--- config.mk ---
export PLATFORM = sky130hd
export DESIGN_NAME = dmem_arbiter
export DESIGN_NICKNAME = d
export VERILOG_FILES = /design/src/rtl/dmem_arbiter.sv
export SDC_FILE = /design/constraint.sdc
export NUM_CORES = 1
export LEC_CHECK = 0
export CAP_MARGIN = 0
export CORE_AREA = 3 3 112 157
export CTS_CLUSTER_SIZE = 16
export DETAILED_ROUTE_END_ITERATION = 12
export DIE_AREA = 0 0 115 160
export HOLD_SLACK_MARGIN = 0.03
export PLACE_DENSITY = 0.63
export SLEW_MARGIN = 20
export SYNTH_ARGS = -nofsm -noshare
export SYNTH_HDL_FRONTEND = slang
export SYNTH_SLANG_ARGS = --single-unit
export TNS_END_PERCENT = 5
--- constraint.sdc ---
create_clock -name i_clk -period 5.9 [get_ports i_clk]
set_clock_uncertainty 0.1 [all_clocks]
set_input_delay 0.59 -clock i_clk [delete_from_list [all_inputs] [get_ports i_clk]]
set_output_delay 0.59 -clock i_clk [all_outputs]
set_load 0.02 [all_outputs]
--- src/rtl/dmem_arbiter.sv ---
// ---------------------------------------------------------------------------
// dmem_arbiter
//
// Shares the single-port data memory between the core load/store path and an
// auxiliary master (program loader / debug port). Grants are combinational
// from the live requests and registered arbitration state. The winning
// request is steered onto the dmem port. Load data is captured into a
// per-requester response register and presented one cycle after the grant.
//
// Parameters:
//   MAX_WAIT  consecutive cycles a requesting aux may lose in fixed-priority
//             mode before it is force-granted. The same bound limits how long
//             an aux lock may starve a requesting core. Legal range 1..255.
//
// Optional feature:
//   DMEM_ARB_RR_EN  when defined, core/aux conflicts are resolved round-robin.
//                   When undefined, the core has fixed priority and the aux
//                   is protected by the wait counter.
//
// Ports:
//   i_clk, i_reset                         clock, async active-high reset
//   i_cReq/i_cWrite/i_cFunct3/i_cAddr/i_cWData   core request
//   o_cGnt, o_stall                        core grant, core PC/pipeline stall
//   o_cRValid, o_cRData                    core load response
//   i_aReq/i_aWrite/i_aFunct3/i_aAddr/i_aWData   aux request
//   i_aLock                                aux burst lock
//   o_aGnt, o_aRValid, o_aRData            aux grant and load response
//   o_memRead, o_memWrite, o_addr, o_funct3, o_dataOut   dmem request port
//   i_memRData                             dmem read data (combinational)
// ---------------------------------------------------------------------------
module dmem_arbiter #(
  parameter int unsigned MAX_WAIT = 8
) (
  input  logic        i_clk,
  input  logic        i_reset,
  input  logic        i_cReq,
  input  logic        i_cWrite,
  input  logic [2:0]  i_cFunct3,
  input  logic [31:0] i_cAddr,
  input  logic [31:0] i_cWData,
  output logic        o_cGnt,
  output logic        o_stall,
  output logic        o_cRValid,
  output logic [31:0] o_cRData,
  input  logic        i_aReq,
  input  logic        i_aWrite,
  input  logic [2:0]  i_aFunct3,
  input  logic [31:0] i_aAddr,
  input  logic [31:0] i_aWData,
  input  logic        i_aLock,
  output logic        o_aGnt,
  output logic        o_aRValid,
  output logic [31:0] o_aRData,
  output logic        o_memRead,
  output logic        o_memWrite,
  output logic [31:0] o_addr,
  output logic [2:0]  o_funct3,
  output logic [31:0] o_dataOut,
  input  logic [31:0] i_memRData
);

  typedef enum logic [1:0] {
    OWN_IDLE = 2'd0,
    OWN_CORE = 2'd1,
    OWN_AUX  = 2'd2
  } owner_t;

  localparam logic [7:0] MAX_W = 8'(MAX_WAIT);

  owner_t     owner;
  owner_t     owner_next;
  logic [7:0] wait_cnt;
  logic [7:0] wait_next;
  logic [7:0] lock_cnt;
  logic [7:0] lock_next;
  logic       lock_break;
  logic       lock_break_next;
  logic       lock_hold;
  logic       c_gnt;
  logic       a_gnt;

  // Arbitration. A held aux lock outranks everything, except that once the
  // lock has starved a requesting core for MAX_WAIT cycles the core gets one
  // cycle. The cycle after such a break the lock resumes even though the
  // owner register now says CORE; lock_break remembers that. Grants are
  // suppressed while reset is asserted.
  always_comb begin
    c_gnt     = 1'b0;
    a_gnt     = 1'b0;
    lock_hold = i_aReq & i_aLock & ((owner == OWN_AUX) | lock_break);
    if (i_reset) begin
      c_gnt = 1'b0;
      a_gnt = 1'b0;
    end else if (lock_hold) begin
      if (i_cReq && (lock_cnt == MAX_W)) begin
        c_gnt = 1'b1;
      end else begin
        a_gnt = 1'b1;
      end
    end else if (i_cReq && !i_aReq) begin
      c_gnt = 1'b1;
    end else if (!i_cReq && i_aReq) begin
      a_gnt = 1'b1;
    end else if (i_cReq && i_aReq) begin
`ifdef DMEM_ARB_RR_EN
      if (owner == OWN_CORE) begin
        a_gnt = 1'b1;
      end else begin
        c_gnt = 1'b1;
      end
`else
      if (wait_cnt == MAX_W) begin
        a_gnt = 1'b1;
      end else begin
        c_gnt = 1'b1;
      end
`endif
    end
  end

  assign o_cGnt  = c_gnt;
  assign o_aGnt  = a_gnt;
  assign o_stall = i_cReq & ~c_gnt;

  // Steer the winning request onto the memory port; everything is zero when
  // nobody is granted so dmem sees a quiet bus.
  always_comb begin
    o_memRead  = 1'b0;
    o_memWrite = 1'b0;
    o_addr     = 32'd0;
    o_funct3   = 3'd0;
    o_dataOut  = 32'd0;
    if (c_gnt) begin
      o_memRead  = ~i_cWrite;
      o_memWrite = i_cWrite;
      o_addr     = i_cAddr;
      o_funct3   = i_cFunct3;
      o_dataOut  = i_cWData;
    end else if (a_gnt) begin
      o_memRead  = ~i_aWrite;
      o_memWrite = i_aWrite;
      o_addr     = i_aAddr;
      o_funct3   = i_aFunct3;
      o_dataOut  = i_aWData;
    end
  end

  // Next arbitration state. The wait counter tracks consecutive aux losses
  // (fixed-priority only); the lock counter tracks consecutive locked aux
  // grants taken while the core was also asking.
  always_comb begin
    owner_next      = OWN_IDLE;
    wait_next       = 8'd0;
    lock_next       = 8'd0;
    lock_break_next = lock_hold & c_gnt;
    if (c_gnt) begin
      owner_next = OWN_CORE;
    end else if (a_gnt) begin
      owner_next = OWN_AUX;
    end
`ifndef DMEM_ARB_RR_EN
    if (i_aReq && !a_gnt) begin
      wait_next = (wait_cnt < MAX_W) ? wait_cnt + 8'd1 : wait_cnt;
    end
`endif
    if (a_gnt && i_aLock && i_cReq) begin
      lock_next = (lock_cnt < MAX_W) ? lock_cnt + 8'd1 : lock_cnt;
    end
  end

  // Arbitration state registers.
  always_ff @(posedge i_clk or posedge i_reset) begin
    if (i_reset) begin
      owner      <= OWN_IDLE;
      wait_cnt   <= 8'd0;
      lock_cnt   <= 8'd0;
      lock_break <= 1'b0;
    end else begin
      owner      <= owner_next;
      wait_cnt   <= wait_next;
      lock_cnt   <= lock_next;
      lock_break <= lock_break_next;
    end
  end

  // Load responses: capture dmem data at the grant edge and flag it valid
  // for exactly the following cycle. The data register keeps its value until
  // the next load for the same requester.
  always_ff @(posedge i_clk or posedge i_reset) begin
    if (i_reset) begin
      o_cRValid <= 1'b0;
      o_cRData  <= 32'd0;
      o_aRValid <= 1'b0;
      o_aRData  <= 32'd0;
    end else begin
      o_cRValid <= c_gnt & ~i_cWrite;
      o_aRValid <= a_gnt & ~i_aWrite;
      if (c_gnt && !i_cWrite) begin
        o_cRData <= i_memRData;
      end
      if (a_gnt && !i_aWrite) begin
        o_aRData <= i_memRData;
      end
    end
  end

endmodule
==> summary.md, run 1 <==
| Metric | Value |
|---|---|
| FF+latch area | `about 2100 µm²` |
| Total grt overflow | `0` |
| Post-CTS setup buffers | `0` |
| PwrDens | `about 240 nW/µm²` |
| Residual DRC | `0` |
| # rows | `55` |
| Port bufs | `between 300 and 400` |
| N_diodes | `0` |
| CP Buf/Inv Count | `3` |
| RSZ-0062 raised after global routing | `no` |
| Clock Power Share | `~26%` |
| Pins Over Slew Limit | `0` |
| Clock latency at the later pin of the worst-skew pair | `about 0.33 ns` |
| Overall Power | `~2.0 mW` |
| Hold Buf Count CTS | `0` |
| Worst-path fanout max | `29` |
| Worst-Margin Slew | `between 0.9 and 1 ns` |
| Nets | `about 930` |
| DR vias | `roughly 4500` |
| Final setup viols | `0` |
| Commonest non-fill, non-tap cells in the layout | `clkdlybuf4s50_1, nand2_1, dfrtp_1` |
| Post-synthesis net count | `634` |
| Vias in the first global route | `slightly below 5000` |
| Multi-input gate area | `2540 µm²` |
| Final Hold Viols | `0` |
| Drt wl/cell | `between 15 and 20 µm` |
| Max stage delay cell, worst path | `o21ai_4` |
| DRT iter0 DRCs | `154` |
| Register area share after synthesis | `around 44%` |
| Total track usage | `between 20% and 30%` |
| Reg power frac | `35.8%` |
| Syn Std Cell Area | `just under 5000 µm²` |
| Clock Pin Slew Worst Setup and Hold Paths | `approximately 0.06 ns` |
| Largest net degree at the start of global routing | `around 100` |
| Worst-path cell chain | `clkdlybuf4s50_1, and2_1, o21a_1, o21ai_4, buf_4, mux2i_1, clkdlybuf4s50_1` |
| CTS H-Tree Depth | `3` |
| Share of cells above drive strength 1 | `between 10% and 20%` |
| Tmin final | `~4.6 ns` |
| Total Die Area | `between 15000 and 20000 µm²` |
| CTS tree | `yes` |
| Die X-Extent | `around 120 µm` |
| Crit share post-route | `77.9%` |
| P_sw | `between 0.6 and 0.7 mW` |
| Synth Warn # | `0` |
| Most common cell after layout, fill and taps aside | `clkdlybuf4s50_1` |
| Crit path capture type | `output port` |
| Num CTS Buffers | `9` |
| Int Power | `approximately 1.4 mW` |
| Max stage delay on crit path | `roughly 0.74 ns` |
| Max clock buf depth | `2` |
| Logic pwr share | `between 30% and 40%` |
| First-pass GRT wire length | `28.2 mm` |
| DR pass1 iterations | `4` |
| CTS sink cnt | `between 80 and 90` |
| GPL Wtd Cong | `between 0.8 and 0.9` |
| Initial antenna violation count | `0` |
| CTS Root Cell | `clkbuf_16` |
| # Max-Cap Violations | `0` |
| Cells after Synth | `457` |
| Placed wire-length estimate | `approximately 16 mm` |
| Slew headroom | `33.7%` |
| Type of origin of the critical path | `primary input` |
| Layout area overhead | `72.5%` |
| Cell family with most CP delay | `buffers and inverters` |
| Io pins | `~310` |
| Starting Density | `between 20% and 30%` |
| Cell repeated most along the worst path | `clkdlybuf4s50_1` |
| Synth Register Bits | `between 80 and 90` |
| Status | `finished, final reports clean` |
| ANT nets after route | `0` |
| Post-Synthesis Mean Instance Area | `about 11 µm²` |
| Peak VDD IR | `0.000108 V` |
| Tightest Hold Check Type | `flop to flop` |
| Count of different cell masters after synthesis | `38` |
| Switching Fraction | `30.8%` |
| Post-cts sizing count | `0` |
| Chip Height | `around 160 µm` |
| Routed vias/inst | `between 4 and 5` |
| Total wire length | `18.9 mm` |
| Critical Path AT | `3.91 ns` |
| Crit path kind | `primary input to output port` |
| CP Data Required Time | `between 5 and 6 ns` |
| Setup TNS | `0 ns` |
| Leak | `3.72 nW` |
| Fmax | `approximately 220 MHz` |
| Layout fillers | `between 1000 and 1500` |
| Core area | `approximately 16000 µm²` |
## power groups by stage
stage,Sequential [mW],Combinational (mW),Clock [mW]
3_3_place_gp,0.735,0.789,0
6_report,0.730,0.786,0.522
2_1_floorplan,0.852,0.249,0
4_1_cts,0.730,0.796,0.537
3_5_place_dp,0.741,0.793,0
5_1_grt,0.742,0.832,0.557
## worst register-to-register path, stage by stage, from the launching register on
cell       delay (ns)
dfrtp_1          0.38
nor4_1           0.55
o2111ai_1        0.38
o21ai_4          0.45
buf_4            0.51
o221a_2          0.27
## cells by family (layout without fill, tap and decap cells)
kind of cell	after synthesis	count (layout)	share of synthesized area, %
AND/OR/NAND/NOR	171	171	14.7
multiplexers	134	134	31.4
flip-flops	85	85	43.8
buffers and inverters	41	338	4.76
AO/OA/AOI/OAI	18	18	3.58
adder cells (fa/ha/maj)	4	4	1.03
XOR/XNOR	4	4	0.721
## stage by stage
stage	worst slack, ns	hold slack, ns	util, %	instance area, µm²	std cells
3_3_place_gp	1.41	0.389	49.9	8100	937
6_report	1.30	0.407	51.6	8380	953
3_5_place_dp	1.27	0.391	49.9	8100	937
5_1_grt	1.10	0.418	51.6	8380	953
2_1_floorplan	0.636	0.387	-	4860	457
4_1_cts	1.27	0.409	51.6	8380	953
## routing by layer
metal / GRT usage [%] / part of all wire [%]
met1: 23.0 / 38
met2: 34.2 / 48
met3: 6.60 / 10
met4: 7.85 / 3.0
met5: 0 / 0
## final cells by class
cell class	instances	area share (%)
clock buffer	11	2.90
sequential	85	25.4
multi-input combinational	331	30.3
timing repair buffer	316	37.7
clock inverter	5	0.418
inverter	6	0.328
tap	199	2.97
## worst paths after layout
check                                         start                        to  slack, ns  cells after the start
setup / recovery                             i_aReq                o_addr[26]       1.30                      7
hold reg to reg            o_aRData[13]$_DFFE_PP0P_  o_aRData[13]$_DFFE_PP0P_       0.41                      1
min in group asynchronous                   i_reset   lock_cnt[7]$_DFFE_PP0P_       1.09                      2
setup reg to reg            lock_cnt[4]$_DFFE_PP0P_   wait_cnt[3]$_DFFE_PP0P_       3.20                      5
hold / removal             o_aRData[13]$_DFFE_PP0P_  o_aRData[13]$_DFFE_PP0P_       0.41                      1
max in group asynchronous                   i_reset  o_aRData[24]$_DFFE_PP0P_       3.46                      3
## flip-flops by register name, summed over array words and instances (netlist names)
| name | flops |
|---|---|
| o_cRData | 32 |
| o_cRValid | 1 |
| wait_cnt | 8 |
| o_aRData | 32 |
| o_aRValid | 1 |
| lock_break | 1 |
| owner | 2 |
| lock_cnt | 8 |
## synthesized netlist by cell type (all sizes together)
cell	number	area (µm²)
clkbuf	18	67.6
o211a	7	70.1
ha	4	50.1
nand2	137	514
xnor2	3	26.3
and2	2	12.5
nor3	4	20.0
or4	2	18.8
dfrtp	85	2130
xor2	1	8.76
nor2	7	26.3
nand3	5	25.0
o221a	1	11.3
nor4	5	31.3
a41oi	1	8.76
mux2i	69	691
o2111ai	1	8.76
nor3b	2	15.0
o211ai	2	20.0
nand4b	1	8.76
nor2b	2	12.5
buf	17	141
inv	6	22.5
o21a	1	7.51
o2111a	1	11.3
mux2	65	837
o21ai	2	13.8
and3	1	6.26
o2bb2ai	1	15.0
nand2b	2	12.5
a21boi	1	7.51
and4b	1	10.0
(Power assumes the default switching activity.)
==> run 2: changes to the inputs <==
--- a/config.mk
+++ b/config.mk
@@ -11,7 +11,7 @@
 export DETAILED_ROUTE_END_ITERATION = 12
 export DIE_AREA = 0 0 115 160
 export HOLD_SLACK_MARGIN = 0.03
-export PLACE_DENSITY = 0.63
+export PLACE_DENSITY = 0.66
 export SLEW_MARGIN = 20
 export SYNTH_ARGS = -nofsm -noshare
 export SYNTH_HDL_FRONTEND = slang
==> constraint.sdc (replaced) <==
create_clock -name i_clk -period 4.08 [get_ports i_clk]
set_clock_uncertainty 0.1 [all_clocks]
set_input_delay 0.408 -clock i_clk [delete_from_list [all_inputs] [get_ports i_clk]]
set_output_delay 0.408 -clock i_clk [all_outputs]
set_load 0.02 [all_outputs]
==> run 2 against run 1 <==
Wire length increased by 15%. Total power increased by 52%. Sequential cell count unchanged. Global-route usage increased by 2.4 points. Combinational power increased by 50%. Critical endpoint is now o_addr[2]. Non-clock buffer count increased by 7. Sequential power increased by 45%. Largest cell class unchanged. Sequential share of layout area decreased by 0.38 points. Via count increased by 3.5%. Hold slack got worse by 0.0014 ns. Setup slack got worse by 1.2 ns. Die area unchanged.
==> summary.md, run 2 (synthesis results as in run 1) <==
| Metric | Value |
|---|---|
| Die X-Extent | `about 120 µm` |
| Worst-path cell chain | `nor4_1, o2111ai_1, o21ai_4, mux2i_1, clkdlybuf4s50_1` |
| Total grt overflow | `0` |
| Total wire length | `~22 mm` |
| Starting Density | `between 20% and 30%` |
| Worst-Margin Slew | `0.917 ns` |
| # Max-Cap Violations | `0` |
| CTS Root Cell | `clkbuf_16` |
| Total track usage | `22.5%` |
| Biggest regs | `o_aRData: 32 flops, o_cRData: 32 flops` |
| Fmax | `roughly 250 MHz` |
| Crit path capture type | `output port` |
| Port bufs | `between 300 and 400` |
| DRT iter0 DRCs | `about 240` |
| Placed wire-length estimate | `around 18 mm` |
| # rows | `between 50 and 60` |
| Crit share post-route | `97.3%` |
| Max stage delay on crit path | `roughly 0.7 ns` |
| Total Die Area | `~18000 µm²` |
| DR pass1 iterations | `4` |
| Share of cells above drive strength 1 | `13.7%` |
| Chip Height | `about 160 µm` |
| Tightest Hold Check Type | `flop to flop` |
| Leak | `between 3 and 4 nW` |
| Nets | `approximately 930` |
| Commonest non-fill, non-tap cells in the layout | `clkdlybuf4s50_1, nand2_1, dfrtp_1` |
| PwrDens | `between 300 and 400 nW/µm²` |
| Crit path kind | `flop to output port` |
| Io pins | `roughly 310` |
| Max clock buf depth | `2` |
| ANT nets after route | `0` |
| Post-DP Area | `8190 µm²` |
| Tmin final | `around 4.0 ns` |
| Worst-path fanout max | `22` |
| Overall Power | `3.10 mW` |
| First-pass GRT wire length | `approximately 31 mm` |
| Status | `finished, final reports clean` |
| DR vias | `roughly 4700` |
| GPL Wtd Cong | `roughly 0.93` |
| Layout area overhead | `75.1%` |
| CTS H-Tree Depth | `3` |
| Final instance area | `around 8500 µm²` |
| Slew headroom | `around two fifths` |
| RSZ-0062 raised after global routing | `no` |
| Final setup viols | `0` |
| Vias in the first global route | `4970` |
| Max stage delay cell, worst path | `clkdlybuf4s50_1` |
| Drt wl/cell | `around 23 µm` |
| N_diodes | `0` |
| Largest net degree at the start of global routing | `52` |
| Clock Pin Slew Worst Setup and Hold Paths | `0.06 ns` |
| Final Hold Viols | `0` |
| Most common cell after layout, fill and taps aside | `clkdlybuf4s50_1` |
| Core area | `16200 µm²` |
| Residual DRC | `0` |
| Layout fillers | `between 1000 and 1500` |
| Clock latency at the later pin of the worst-skew pair | `roughly 0.33 ns` |
| Type of origin of the critical path | `flop` |
| CP Data Required Time | `about 3.6 ns` |
| Initial antenna violation count | `0` |
| CTS sink cnt | `85` |
| Setup TNS | `0 ns` |
| Routed vias/inst | `a little under 5` |
| Critical Path AT | `3.46 ns` |
| Num CTS Buffers | `9` |
| R2R setup slack | `~1.3 ns` |
| Pins Over Slew Limit | `0` |
| Peak VDD IR | `0.000202 V` |
| CTS tree | `yes` |
==> run 2: timing repair <==
item / in CTS / in global routing
endpoints found under the setup margin: 0 / 2
setup buffers: 0 / 0
resized for setup: 0 / 2
hold buffers: 0 / 0
==> run 2: cell type report <==
class	count	area, µm²	area share, %
Timing Repair Buffer	323	3250	38.1
Multi-Input combinational cell	331	2550	29.9
Sequential cell	85	2130	25.0
Tap cell	199	249	2.93
Clock buffer	10	229	2.69
Clock inverter	5	86.3	1.01
Inverter	6	25.0	0.294
==> run 2: path summary, 6_finish.rpt <==
check                                   startpoint                       end  depth (start not counted)
max in group asynchronous                  i_reset  o_cRData[30]$_DFFE_PP0P_                          4
min reg2reg                o_cRData[6]$_DFFE_PP0P_   o_cRData[6]$_DFFE_PP0P_                          1
min in group asynchronous                  i_reset        owner[1]$_DFF_PP0_                          2
max                        lock_cnt[4]$_DFFE_PP0P_                 o_addr[2]                          5
min                        o_cRData[6]$_DFFE_PP0P_   o_cRData[6]$_DFFE_PP0P_                          1
max reg2reg                lock_cnt[4]$_DFFE_PP0P_  o_aRData[11]$_DFFE_PP0P_                          5
==> run 2: power breakdown <==
| group | internal [mW] | switching (mW) | leakage [nW] |
|---|---|---|---|
| clock | 0.536 | 0.328 | 0.153 |
| sequential | 0.981 | 0.0785 | 1.05 |
| combinational | 0.639 | 0.536 | 2.58 |
| total | 2.16 | 0.943 | 3.78 |
==> run 2: metal layers <==
layer	up-vias	part of all wire (%)	global-route usage, %	wire, µm
met5	-	0	0	0
met4	0	2.6	7.10	567
met3	25	12	7.73	2530
met2	300	44	34.7	9600
met1	2225	41	29.6	8980
li1	2149	-	-	-
==> run 2: critical path, delay by kind of cell (launching register included) <==
family	cells	cell delay, ns
AOI/OAI and AO/OA	2	0.84
DFF	1	0.39
muxes	1	0.58
and+or+nand+nor	1	0.59
buffers and inverters	1	0.71
==> run 2: through the flow <==
stage | setup WS, ns | hold slack [ns] | instances | util (%)
2_1_floorplan | 0.887 | 0.387 | 457 | -
6_report | 0.112 | 0.406 | 959 | 52.4
4_1_cts | 0.0142 | 0.409 | 959 | 52.3
3_3_place_gp | 0.186 | 0.389 | 944 | 50.4
5_1_grt | 0.0223 | 0.422 | 959 | 52.4
3_5_place_dp | 0.0688 | 0.394 | 944 | 50.4
